File: config.mk
export PLATFORM = sky130hd
export DESIGN_NAME = uart_cmd_slave
export DESIGN_NICKNAME = d
export VERILOG_FILES = /design/src/rtl/uart_cmd_slave_pkg.sv /design/src/rtl/uart_cmd_slave_rx.sv /design/src/rtl/uart_cmd_slave.sv
export SDC_FILE = /design/constraint.sdc
export NUM_CORES = 1
export LEC_CHECK = 0
export CORE_MARGIN = 2
export CORE_UTILIZATION = 55
export DETAILED_ROUTE_END_ITERATION = 8
export GPL_TIMING_DRIVEN = 0
export HOLD_SLACK_MARGIN = 0.06
export PLACE_DENSITY = 0.75
export SLEW_MARGIN = 20
export SYNTH_ARGS = -nofsm -noshare
export SYNTH_HDL_FRONTEND = slang
export SYNTH_SLANG_ARGS = --single-unit
File: constraint.sdc
create_clock -name clk -period 3.65 [get_ports clk]
set_input_delay 1.095 -clock clk [delete_from_list [all_inputs] [get_ports clk]]
set_output_delay 1.095 -clock clk [all_outputs]
set_load 0.02 [all_outputs]
File: src/rtl/uart_cmd_slave_pkg.sv
// Shared definitions for the UART command slave.
// Holds the UART timing constants, the frame bit indices, the error-code
// encodings, the FSM state enums and the odd-parity helper.
package uart_cmd_slave_pkg;

  localparam int CLK_PER_BIT    = 434;
  localparam int SAMPLE_POINT   = 216;
  localparam int CMD_ADDR_WIDTH = 7;
  localparam int CMD_DATA_WIDTH = 8;
  localparam int RESP_DELAY     = 100;
  localparam int BYTE_TIMEOUT   = 8192;

  localparam int FRAME_BITS = 11;
  localparam int BIT_CNT_W  = $clog2(CLK_PER_BIT);
  localparam int TMO_W      = $clog2(BYTE_TIMEOUT);
  localparam int DLY_W      = $clog2(RESP_DELAY);

  localparam logic [3:0] BIT_START  = 4'd0;
  localparam logic [3:0] BIT_PARITY = 4'd9;
  localparam logic [3:0] BIT_STOP   = 4'd10;

  typedef enum logic [1:0] {
    ERR_NONE    = 2'b00,
    ERR_PARITY  = 2'b01,
    ERR_FRAME   = 2'b10,
    ERR_TIMEOUT = 2'b11
  } err_code_e;

  typedef enum logic {
    RX_IDLE,
    RX_ACTIVE
  } rx_state_e;

  typedef enum logic [2:0] {
    ST_IDLE,
    ST_WAIT_DATA,
    ST_RD_REQ,
    ST_RD_CAP,
    ST_RESP_DLY,
    ST_TX
  } cmd_state_e;

  // Odd parity: the parity bit makes the total count of ones odd.
  function automatic logic odd_parity(input logic [CMD_DATA_WIDTH-1:0] d);
    return ~^d;
  endfunction

endpackage

File: src/rtl/uart_cmd_slave_rx.sv
// UART byte receiver.
// Synchronises rx, detects the start edge, samples each bit mid-bit and
// checks odd parity and the stop bit.
// Ports:
//   clk, rst    system clock, synchronous active-high reset
//   rx          asynchronous serial input
//   byte_valid  one-cycle pulse, byte_data holds a good byte
//   byte_data   received byte
//   parity_err  one-cycle pulse, parity bit wrong
//   frame_err   one-cycle pulse, parity good but stop bit low
module uart_rx_byte
  import uart_cmd_slave_pkg::*;
(
  input  logic                      clk,
  input  logic                      rst,
  input  logic                      rx,
  output logic                      byte_valid,
  output logic [CMD_DATA_WIDTH-1:0] byte_data,
  output logic                      parity_err,
  output logic                      frame_err
);

  logic [2:0]                sync_q, sync_d;
  rx_state_e                 state_q, state_d;
  logic [BIT_CNT_W-1:0]      cnt_q, cnt_d;
  logic [3:0]                idx_q, idx_d;
  logic [CMD_DATA_WIDTH-1:0] data_q, data_d;
  logic                      par_ok_q, par_ok_d;
  logic                      valid_q, valid_d;
  logic                      perr_q, perr_d;
  logic                      ferr_q, ferr_d;
  logic                      rx_s;
  logic                      fall;

  // sync_q[0] is the newest stage; stage 2 is the synchronised line.
  assign rx_s = sync_q[2];
  assign fall = sync_q[2] & ~sync_q[1];

  always_comb begin
    sync_d   = {sync_q[1:0], rx};
    state_d  = state_q;
    cnt_d    = cnt_q;
    idx_d    = idx_q;
    data_d   = data_q;
    par_ok_d = par_ok_q;
    valid_d  = 1'b0;
    perr_d   = 1'b0;
    ferr_d   = 1'b0;
    case (state_q)
      RX_IDLE: begin
        if (fall) begin
          state_d = RX_ACTIVE;
          cnt_d   = '0;
          idx_d   = BIT_START;
        end
      end
      RX_ACTIVE: begin
        if (cnt_q == BIT_CNT_W'(CLK_PER_BIT - 1)) begin
          cnt_d = '0;
          idx_d = idx_q + 4'd1;
        end else begin
          cnt_d = cnt_q + 1'b1;
        end
        if (cnt_q == BIT_CNT_W'(SAMPLE_POINT)) begin
          if (idx_q == BIT_START) begin
            // Line back high mid start bit: a glitch, not a frame.
            if (rx_s) state_d = RX_IDLE;
          end else if (idx_q == BIT_PARITY) begin
            par_ok_d = (rx_s == odd_parity(data_q));
          end else if (idx_q == BIT_STOP) begin
            // Rearm mid stop bit so the next start edge is not missed.
            state_d = RX_IDLE;
            if (!par_ok_q)  perr_d  = 1'b1;
            else if (!rx_s) ferr_d  = 1'b1;
            else            valid_d = 1'b1;
          end else begin
            data_d = {rx_s, data_q[CMD_DATA_WIDTH-1:1]};
          end
        end
      end
      default: state_d = RX_IDLE;
    endcase
  end

  always_ff @(posedge clk) begin
    if (rst) begin
      sync_q   <= '1;
      state_q  <= RX_IDLE;
      cnt_q    <= '0;
      idx_q    <= '0;
      data_q   <= '0;
      par_ok_q <= 1'b0;
      valid_q  <= 1'b0;
      perr_q   <= 1'b0;
      ferr_q   <= 1'b0;
    end else begin
      sync_q   <= sync_d;
      state_q  <= state_d;
      cnt_q    <= cnt_d;
      idx_q    <= idx_d;
      data_q   <= data_d;
      par_ok_q <= par_ok_d;
      valid_q  <= valid_d;
      perr_q   <= perr_d;
      ferr_q   <= ferr_d;
    end
  end

  assign byte_valid = valid_q;
  assign byte_data  = data_q;
  assign parity_err = perr_q;
  assign frame_err  = ferr_q;

endmodule

File: src/rtl/uart_cmd_slave.sv
// UART command slave: decodes {rw, addr[6:0]} headers (plus a data byte for
// writes) into register-bus strobes and answers reads with one UART byte.
// Ports:
//   clk, rst     system clock, synchronous active-high reset
//   rx, tx       serial in from master, serial out to master (idle high)
//   reg_wr_en    one-cycle write strobe, reg_wdata valid with it
//   reg_rd_en    one-cycle read strobe, reg_rdata sampled one cycle later
//   reg_addr     register address, held until the next header
//   busy         command FSM not idle
//   err_pulse    one-cycle error pulse; err_code holds the last error
//
// state        | meaning
// ST_IDLE      | waiting for a header byte
// ST_WAIT_DATA | write header seen, waiting for data byte (timeout running)
// ST_RD_REQ    | read strobe on the bus
// ST_RD_CAP    | capture reg_rdata into the response frame
// ST_RESP_DLY  | line idle before the response start bit
// ST_TX        | shifting out the 11-bit response frame
module uart_cmd_slave
  import uart_cmd_slave_pkg::*;
(
  input  logic                      clk,
  input  logic                      rst,
  input  logic                      rx,
  output logic                      tx,
  output logic                      reg_wr_en,
  output logic                      reg_rd_en,
  output logic [CMD_ADDR_WIDTH-1:0] reg_addr,
  output logic [CMD_DATA_WIDTH-1:0] reg_wdata,
  input  logic [CMD_DATA_WIDTH-1:0] reg_rdata,
  output logic                      busy,
  output logic                      err_pulse,
  output logic [1:0]                err_code
);

  // The start bit is launched on the same edge that enters ST_TX, so the
  // delay counter covers RESP_DELAY-2 cycles; together with the capture
  // and launch cycles that leaves RESP_DELAY idle clocks after capture.
  localparam logic [DLY_W-1:0] DLY_LOAD = DLY_W'(RESP_DELAY - 2);

  logic                      rx_valid;
  logic [CMD_DATA_WIDTH-1:0] rx_byte;
  logic                      rx_perr;
  logic                      rx_ferr;

  cmd_state_e                state_q, state_d;
  logic                      tx_q, tx_d;
  logic                      wr_en_q, wr_en_d;
  logic                      rd_en_q, rd_en_d;
  logic [CMD_ADDR_WIDTH-1:0] addr_q, addr_d;
  logic [CMD_DATA_WIDTH-1:0] wdata_q, wdata_d;
  logic                      err_pulse_q, err_pulse_d;
  err_code_e                 err_code_q, err_code_d;
  logic [TMO_W-1:0]          tmo_q, tmo_d;
  logic [DLY_W-1:0]          dly_q, dly_d;
  logic [FRAME_BITS-1:0]     frame_q, frame_d;
  logic [BIT_CNT_W-1:0]      bit_cnt_q, bit_cnt_d;
  logic [3:0]                bit_idx_q, bit_idx_d;
  logic [3:0]                idx_nxt;

  uart_rx_byte u_rx (
    .clk        (clk),
    .rst        (rst),
    .rx         (rx),
    .byte_valid (rx_valid),
    .byte_data  (rx_byte),
    .parity_err (rx_perr),
    .frame_err  (rx_ferr)
  );

  assign idx_nxt = bit_idx_q + 4'd1;

  always_comb begin
    state_d     = state_q;
    tx_d        = tx_q;
    wr_en_d     = 1'b0;
    rd_en_d     = 1'b0;
    addr_d      = addr_q;
    wdata_d     = wdata_q;
    err_pulse_d = 1'b0;
    err_code_d  = err_code_q;
    tmo_d       = tmo_q;
    dly_d       = dly_q;
    frame_d     = frame_q;
    bit_cnt_d   = bit_cnt_q;
    bit_idx_d   = bit_idx_q;

    if (rx_perr) begin
      err_pulse_d = 1'b1;
      err_code_d  = ERR_PARITY;
    end else if (rx_ferr) begin
      err_pulse_d = 1'b1;
      err_code_d  = ERR_FRAME;
    end

    case (state_q)
      ST_IDLE: begin
        if (rx_valid) begin
          addr_d = rx_byte[CMD_ADDR_WIDTH-1:0];
          if (rx_byte[CMD_DATA_WIDTH-1]) begin
            state_d = ST_WAIT_DATA;
            tmo_d   = TMO_W'(BYTE_TIMEOUT - 1);
          end else begin
            state_d = ST_RD_REQ;
            rd_en_d = 1'b1;
          end
        end
      end
      ST_WAIT_DATA: begin
        if (rx_valid) begin
          wdata_d = rx_byte;
          wr_en_d = 1'b1;
          state_d = ST_IDLE;
        end else if (rx_perr || rx_ferr) begin
          state_d = ST_IDLE;
        end else if (tmo_q == '0) begin
          err_pulse_d = 1'b1;
          err_code_d  = ERR_TIMEOUT;
          state_d     = ST_IDLE;
        end else begin
          tmo_d = tmo_q - 1'b1;
        end
      end
      ST_RD_REQ: state_d = ST_RD_CAP;
      ST_RD_CAP: begin
        frame_d = {1'b1, odd_parity(reg_rdata), reg_rdata, 1'b0};
        dly_d   = DLY_LOAD;
        state_d = ST_RESP_DLY;
      end
      ST_RESP_DLY: begin
        if (dly_q == '0) begin
          state_d   = ST_TX;
          tx_d      = frame_q[0];
          bit_cnt_d = BIT_CNT_W'(CLK_PER_BIT - 1);
          bit_idx_d = BIT_START;
        end else begin
          dly_d = dly_q - 1'b1;
        end
      end
      ST_TX: begin
        if (bit_cnt_q == '0) begin
          if (bit_idx_q == BIT_STOP) begin
            state_d = ST_IDLE;
            tx_d    = 1'b1;
          end else begin
            bit_idx_d = idx_nxt;
            tx_d      = frame_q[idx_nxt];
            bit_cnt_d = BIT_CNT_W'(CLK_PER_BIT - 1);
          end
        end else begin
          bit_cnt_d = bit_cnt_q - 1'b1;
        end
      end
      default: state_d = ST_IDLE;
    endcase
  end

  always_ff @(posedge clk) begin
    if (rst) begin
      state_q     <= ST_IDLE;
      tx_q        <= 1'b1;
      wr_en_q     <= 1'b0;
      rd_en_q     <= 1'b0;
      addr_q      <= '0;
      wdata_q     <= '0;
      err_pulse_q <= 1'b0;
      err_code_q  <= ERR_NONE;
      tmo_q       <= '0;
      dly_q       <= '0;
      frame_q     <= '1;
      bit_cnt_q   <= '0;
      bit_idx_q   <= '0;
    end else begin
      state_q     <= state_d;
      tx_q        <= tx_d;
      wr_en_q     <= wr_en_d;
      rd_en_q     <= rd_en_d;
      addr_q      <= addr_d;
      wdata_q     <= wdata_d;
      err_pulse_q <= err_pulse_d;
      err_code_q  <= err_code_d;
      tmo_q       <= tmo_d;
      dly_q       <= dly_d;
      frame_q     <= frame_d;
      bit_cnt_q   <= bit_cnt_d;
      bit_idx_q   <= bit_idx_d;
    end
  end

  assign tx        = tx_q;
  assign reg_wr_en = wr_en_q;
  assign reg_rd_en = rd_en_q;
  assign reg_addr  = addr_q;
  assign reg_wdata = wdata_q;
  assign busy      = (state_q != ST_IDLE);
  assign err_pulse = err_pulse_q;
  assign err_code  = err_code_q;

endmodule

== Yosys cells after proc, flatten, opt, wreduce, memory -nomap -nowiden ==
Index checks and enable logic that the tools add are counted.
Cells by class
  divide/modulo/power cells: 0
  multiplexer cells: 60
  bitwise gates (word level): 11
  multipliers: 0
  add/sub/neg operators: 6
  equality and inequality tests: 25
  shift operators: 0
  reductions and logical operators: 27
  magnitude comparators: 1
Operators by type and width (count)
  $mux 13: 5
  $mux 9: 5
  $pmux 9 s2: 2
  $pmux 13 s2: 1
  $mux 3: 7
  $mux 1: 20
  $mux 4: 5
  $ne 2x2->1 const B: 9
  $pmux 3 s6: 1
  $pmux 4 s2: 2
  $reduce_xnor 8->1: 2
  $mux 2: 7
  $pmux 7 s2: 1
  $logic_not 13->1: 1
  $sub 13x1->13 const B: 1
  $eq 4x4->1 const B: 3
  $not 1->1: 10
  $reduce_and 5->1: 2
  $add 9x1->9 const B: 1
  $eq 9x8->1 const B: 1
  $eq 9x9->1 const B: 1
  $logic_not 9->1: 1
  $sub 9x1->9 const B: 1
  $add 4x1->4 const B: 2
  other kinds (27): 39
Word-level totals
  memory bits (read-only): 0
  output and inout port bits: 22
  logic and storage cells: 152
  register bits: 96
  bits in writable memories: 0
  bits in latches: 0
  memories: 0

== Longest topological paths before layout ==
Gate-level depths: netlist of run 1.
  depth after elaboration: 6
  gate-level depth with buffers: 7
  gate-level depth less buffers: 7

== Hierarchy ==
Synthesis of run 1 repeated with hierarchy kept, for this count alone.
Second synthesis, totals
  cell total of the unflattened synthesis: 542
  area, all modules: 4709.5 um^2
By module, submodules not included
  uart_cmd_slave: sequential area each 1341.3 um^2, times used 1, cells an instance 381, area an instance 3246.9 um^2
  uart_rx_byte: sequential area each 580.6 um^2, times used 1, cells an instance 161, area an instance 1462.7 um^2

== Worst setup path after synthesis of run 1 ==
No wires, ideal clock.
  path type: register -> output
  start: register state_q[2]
  end: output busy
  path slack: 1.587 ns
  required time: 2.555 ns
  arrival: 0.968 ns
  cell stages (with the launch flop): 3
  path through: dfxtp_1 -> clkbuf_1 -> or3_1
On the way
  word-level cells in the longest chain between the ends: 1
Ends and longest elaborated chain
  start: declaration: RTL line uart_cmd_slave.sv:46  | cmd_state_e state_q, state_d;
  start signal: assignment: RTL line uart_cmd_slave.sv:174  | state_q <= state_d;
  $reduce_bool 3->1: RTL line uart_cmd_slave.sv:195  | assign busy = (state_q != ST_IDLE);
  end: declaration: RTL line uart_cmd_slave.sv:31  | output logic busy,
Every way passes these cells.

== Worst setup path in the final report of run 1 ==
Ends and elaborated chain as after synthesis.

==> metrics.csv, run 1 <==
metric,value,unit
Synth Area in XOR/XNOR,0.0630,
arrival time at the worst endpoint,1.95,ns
clk_lat worst skew,0.37,ns
sw frac,0.256,
Synth Area per Inst,8.59,µm²
hold_buf cts,0,
Cell variety after synth,58,
Num CTS Buffers,9,
WP data required,2.55,ns
IO Pins,33,
critical path type,flop to primary output,
area grow syn2layout,14.2,%
vias in the first global route,3711,
Yosys reg bits,96,
H-tree levels,3,
Place WS,1.03,ns
Synth area leaders,"dfxtp_1 42%, nand2_1 5.5%, a21oi_1 4.4%",
fin crit share,0.833,
Worst setup SP type,flop,
Final #Nets,594,
final design utilization,0.639,
Total GRT Usage,0.237,
setup TNS,0,ns
routability cong.,0.924,
die area,0.00897,mm²
Pint,1.34,mW
clk sinks,96,
first-pass GRT wire length,17000,µm
Max Clk Rate,329,MHz
Root Buffer Master,clkbuf_8,
"Cell Area, Synth",0.00453,mm²
Final WS setup,0.609,ns
CP Max Fanout,10,
CTS tree,built,
syn nets,552,
die height,94.7,µm
Hold WC Path Type,flop to flop,
area share of and/or/nand/nor cells after synthesis,0.254,
Crit. End Element,primary output,
relative slew slack,0.323,
Final ANT Viol Nets,0,
sequential fraction of the synthesis area,0.425,
# port buffers,31,
fraction of registers with async set/reset,0,
largest family of logic cells by synthesized area,simple AND/OR/NAND/NOR gates,
Starting Density,0.559,
Final HPWL DP,7080,µm
Post-CTS Repair Setup Buffers,0,
Post-synth EDFFs,0,
initial DRC count,189,
most frequent cells after synthesis,"96 x dfxtp_1, 66 x nand2_1, 48 x nor2_1, 40 x a21oi_1, 26 x nor3_1",
top cell type's share of synthesized area,0.425,
MaxCap Viol Count,0,
clock share of power,0.381,
Critical-path top delay cell,clkdlybuf4s50_1,
share of power burned in registers,0.582,
Resize count post-CTS,0,
drt drc,0,
YS warnings,0,
combinational share of power,0.036,
Pleak,1.80,nW
Synth area leader,dfxtp_1,
largest net degree at the start of global routing,20,
Max IR drop VDD,0.000212,V
P_sw,0.462,mW
min cycle time layout,3.04,ns
Worst Max-Slew Pin Slew,1.01,ns
Final Non-Filler Cells,679,
PwrDens,349,mW/mm²
Pre-antenna DRT Iters,4,
Compound-Gate Fraction of Synth Area,0.146,
via count,3875,
Adder-Cell Fraction of Synth Area,0.0387,
Syn Inst Count,527,
DR vias/cell,5.71,
Placed Cells,663,
RSZ-0062 raised after global routing,no,
wire per inst,14.7,µm
status,"complete, no violations",
row count,33,
Final Hold Viols,0,
skew final,0.0107,ns
Setup-failing EPs final,0,
mux share of post-synthesis cell area,0.0390,
ratio of cells with drive above 1 in the final layout,0.0575,
crit-path cells,clkbuf_1 > or3_1 > clkdlybuf4s50_1,
drt total wl,10000,µm
Bufs on Longest Clock Path,2,
area of the core,0.00809,mm²
initial antenna violation count,0,
total power,1.81,mW
diodes inserted,0,
CTS clock-pin slew for the worst setup and hold paths,0.11,ns
most common cell in the netlist,dfxtp_1,
CP max stage delay,0.56,ns
"Slew Viols, Final",0,
die width,94.7,µm
overflow left after global routing,0,
dominant synthesized flop cell,dfxtp_1,
routing by layer:
layer  up-vias  routed length, µm  share of wire  track usage
li1       1951                  -              -            -
met2        83               4700           0.47        0.388
met1      1834               4790           0.48        0.318
met4         0                 80         0.0080       0.0773
met3         7                420          0.042       0.0407
met5         -                  0              0            0
stage by stage:
step                cell area [µm²]  hold slack [ns]
finish                         5170            0.423
global route                   5170            0.458
CTS                            5160            0.429
detailed placement             4970            0.394
global placement               4970            0.393
floorplan                      4530            0.389
path summary, 6_finish.rpt:
kind                        startpoint                   endpoint  slack [ns]  cells after the start
max            state_q[2]$_SDFFE_PP0P_                       busy        0.61                      3
min          u_rx.sync_q[0]$_SDFF_PP1_  u_rx.sync_q[1]$_SDFF_PP1_        0.42                      1
max reg2reg  bit_cnt_q[0]$_SDFFE_PP0P_    state_q[0]$_SDFFE_PP0P_        1.26                      7
min reg2reg  u_rx.sync_q[0]$_SDFF_PP1_  u_rx.sync_q[1]$_SDFF_PP1_        0.42                      1
sequential cells by signal, summed over array words and instances, names as in the netlist, 2 cells and up:
name,cells
tmo_q,13
frame_q,10
bit_cnt_q,9
u_rx.cnt_q,9
reg_wdata,8
u_rx.byte_data,8
dly_q,7
reg_addr,7
bit_idx_q,4
u_rx.idx_q,4
state_q,3
u_rx.sync_q,3
err_code,2
layout by cell type, fill, tap and decap left out, types with 15 or more instances in the layout:
cell	count
nand2_1	66
xnor2_1	16
dfxtp_1	96
nor2_1	48
nand3b_1	15
nor3_1	26
clkbuf_1	18
clkdlybuf4s50_1	31
inv_1	20
a21oi_1	40
kinds of logic (layout without fill, tap and decap cells):
group,after synthesis,in the layout
flip-flops,96,96
AND/OR/NAND/NOR,228,228
multiplexers,15,15
buffers and inverters,40,87
AO/OA/AOI/OAI,103,103
XOR/XNOR,31,31
adder cells (fa/ha/maj),14,14
power groups by stage:
| stage | Sequential (mW) | Clock [mW] | Combinational, mW |
|---|---|---|---|
| 4_1_cts | 1.05 | 0.696 | 0.0659 |
| 3_5_place_dp | 1.08 | 0 | 0.0654 |
| 3_3_place_gp | 1.08 | 0 | 0.0654 |
| 2_1_floorplan | 1.08 | 0 | 0.0400 |
| 6_report | 1.05 | 0.689 | 0.0656 |
| 5_1_grt | 1.05 | 0.738 | 0.0718 |
area by class of cell:
class	instances	area, µm²
Fill cell	717	2920
Multi-Input combinational cell	391	2460
Sequential cell	96	1920
Timing Repair Buffer	31	310
Tap cell	105	131
Clock buffer	9	124
Buffer	20	80.1
Inverter	20	75.1
Clock inverter	7	70.1
critical path, delay by kind of cell (launching register included):
| family | cells | cell delay (ns) |
|---|---|---|
| DFF | 1 | 0.35 |
| buffers and inverters | 2 | 0.77 |
| and+or+nand+nor | 1 | 0.46 |
Note: power is estimated with default switching activity, not from simulation.
==> inputs of run 2 (changes only) <==
--- a/config.mk
+++ b/config.mk
@@ -6,11 +6,11 @@
 export NUM_CORES = 1
 export LEC_CHECK = 0
 export CORE_MARGIN = 2
-export CORE_UTILIZATION = 55
+export CORE_UTILIZATION = 53
 export DETAILED_ROUTE_END_ITERATION = 8
 export GPL_TIMING_DRIVEN = 0
 export HOLD_SLACK_MARGIN = 0.06
-export PLACE_DENSITY = 0.75
+export PLACE_DENSITY = 0.76
 export SLEW_MARGIN = 20
 export SYNTH_ARGS = -nofsm -noshare
 export SYNTH_HDL_FRONTEND = slang
==> constraint.sdc (replaced) <==
create_clock -name clk -period 2.71 [get_ports clk]
set_input_delay 0.813 -clock clk [delete_from_list [all_inputs] [get_ports clk]]
set_output_delay 0.813 -clock clk [all_outputs]
set_load 0.02 [all_outputs]
==> metrics.csv, run 2 (same netlist as run 1, synthesis figures left out) <==
metric,value,unit,change
status,"complete, no violations",,
WP data required,1.90,ns,-0.65 ns
Crit. End Element,primary output,,
critical path type,flop to primary output,,
Max IR drop VDD,0.000295,V,+39%
routability cong.,0.836,,-9.5%
clk sinks,96,,unchanged
via count,3870,,-0.13%
drt total wl,9900,µm,-0.98%
first-pass GRT wire length,16700,µm,-1.8%
Pleak,1.80,nW,about the same
Pre-antenna DRT Iters,4,,unchanged
total power,2.39,mW,+32%
Final Hold Viols,0,,unchanged
filler cell count,727,,+1.4%
CTS tree,built,,
row count,33,,unchanged
Place WS,0.348,ns,-0.680 ns
Num CTS Buffers,9,,unchanged
CP Max Fanout,10,,unchanged
setup TNS,0,ns,unchanged
MaxCap Viol Count,0,,unchanged
Worst setup SP type,flop,,
fin crit share,0.941,,
"Slew Viols, Final",0,,unchanged
die width,96.4,µm,+1.8%
CTS clock-pin slew for the worst setup and hold paths,0.10,ns,about the same
area of the core,0.00826,mm²,+2.0%
area post-placement,0.00498,mm²,+0.18%
die height,96.4,µm,+1.8%
Final WS setup,0.159,ns,-0.450 ns
DR vias/cell,5.70,,-0.13%
Final HPWL DP,7120,µm,+0.46%
initial DRC count,208,,+10%
hold_buf cts,0,,unchanged
Final #Nets,594,,unchanged
Worst Max-Slew Pin Slew,0.922,ns,-0.0851 ns
Largest Register,tmo_q,,
post-route cell area,0.00517,mm²,about the same
Root Buffer Master,clkbuf_8,,
largest net degree at the start of global routing,19,,-5.0%
arrival time at the worst endpoint,1.74,ns,-0.21 ns
Final ANT Viol Nets,0,,unchanged
die area,0.00930,mm²,+3.6%
wire per inst,14.6,µm,-0.98%
Largest regs,"tmo_q: 13 flops, frame_q: 10 flops",,
reg2reg setup slack,0.33,ns,-0.93 ns
drt drc,0,,unchanged
Bufs on Longest Clock Path,2,,unchanged
Total GRT Usage,0.230,,-0.00714
PwrDens,463,mW/mm²,+32%
ratio of cells with drive above 1 in the final layout,0.0592,,+0.00174
min cycle time layout,2.55,ns,
H-tree levels,3,,unchanged
overflow left after global routing,0,,unchanged
Starting Density,0.548,,-0.0112
diodes inserted,0,,unchanged
Setup-failing EPs final,0,,unchanged
initial antenna violation count,0,,unchanged
IO Pins,33,,unchanged
clk_lat worst skew,0.37,ns,about the same
area grow syn2layout,14.1,%,about the same
most frequent cells in the layout,"96 x dfxtp_1, 66 x nand2_1, 48 x nor2_1",,
max FFs per register,13,,unchanged
relative slew slack,0.380,,+0.0572
RSZ-0062 raised after global routing,no,,
# port buffers,31,,unchanged
"most common cell after layout, fill and taps aside",dfxtp_1,,
skew final,0.0112,ns,+0.000474 ns
Max Clk Rate,392,MHz,
vias in the first global route,3605,,-2.9%
Hold WC Path Type,flop to flop,,
## run 2: cell types whose count changed in the layout (fill, tap and decap cells not counted), sizes merged
cell / before / now
clkdlybuf4s50: 31 / 30
inv: 25 / 24
clkinvlp: 1 / 2
dlygate4sd2: 0 / 1
## run 2: per-stage QoR
| stage | hold WS [ns] | cells | utilization |
|---|---|---|---|
| after global routing | 0.455 | 679 | 0.626 |
| after floorplan | 0.389 | 527 | - |
| after CTS | 0.448 | 679 | 0.625 |
| final | 0.443 | 679 | 0.626 |
| after global placement | 0.398 | 663 | 0.602 |
| after detailed placement | 0.422 | 663 | 0.603 |
## run 2: report_power, final
part | internal [mW] | switching [mW]
Sequential | 1.41 | 0.00421
Clock | 0.351 | 0.532
Combinational | 0.0370 | 0.0524
## run 2: cell type report
cell class                 instances  area (µm²)  area share
sequential                        96        1920       0.372
clock buffer                       9         124      0.0240
multi-input combinational        391        2460       0.477
buffer                            20        80.1      0.0155
timing repair buffer              31         309      0.0598
clock inverter                     7        61.3      0.0119
inverter                          20        75.1      0.0145
tap                              105         131      0.0254
## run 2: final timing paths
path / startpoint / endpoint / cells past startpoint
max: state_q[2]$_SDFFE_PP0P_ / busy / 3
min: u_rx.sync_q[0]$_SDFF_PP1_ / u_rx.sync_q[1]$_SDFF_PP1_ / 1
max reg2reg: state_q[0]$_SDFFE_PP0P_ / bit_idx_q[2]$_SDFFE_PP0P_ / 6
min reg2reg: u_rx.sync_q[0]$_SDFF_PP1_ / u_rx.sync_q[1]$_SDFF_PP1_ / 1
## run 2: per-layer routing
metal | GRT usage | wire, µm | share of wire
met5 | 0 | 0 | 0
met4 | 0.0951 | 235 | 0.024
met3 | 0.0403 | 379 | 0.038
met2 | 0.369 | 4610 | 0.47
met1 | 0.307 | 4670 | 0.47
## run 2: what timing repair did
action	CTS	global route
setup endpoints to repair	1	2
endpoints found under the hold margin	0	0
buffers inserted	0	0
gates resized for setup	1	1
## run 2: critical path: stages, from the launching register on
cell and delay [ns]:
dfxtp_1 0.35, clkbuf_1 0.21, or3_1 0.47, dlygate4sd2_1 0.35
==> inputs of run 3 (changes only) <==
--- a/config.mk
+++ b/config.mk
@@ -11,6 +11,7 @@
 export GPL_TIMING_DRIVEN = 0
 export HOLD_SLACK_MARGIN = 0.06
 export PLACE_DENSITY = 0.76
+export SKIP_LAST_GASP = 1
 export SLEW_MARGIN = 20
 export SYNTH_ARGS = -nofsm -noshare
 export SYNTH_HDL_FRONTEND = slang
==> results of run 3 <==
Same layout as run 2: the final DEF is identical, and so are final timing and power.
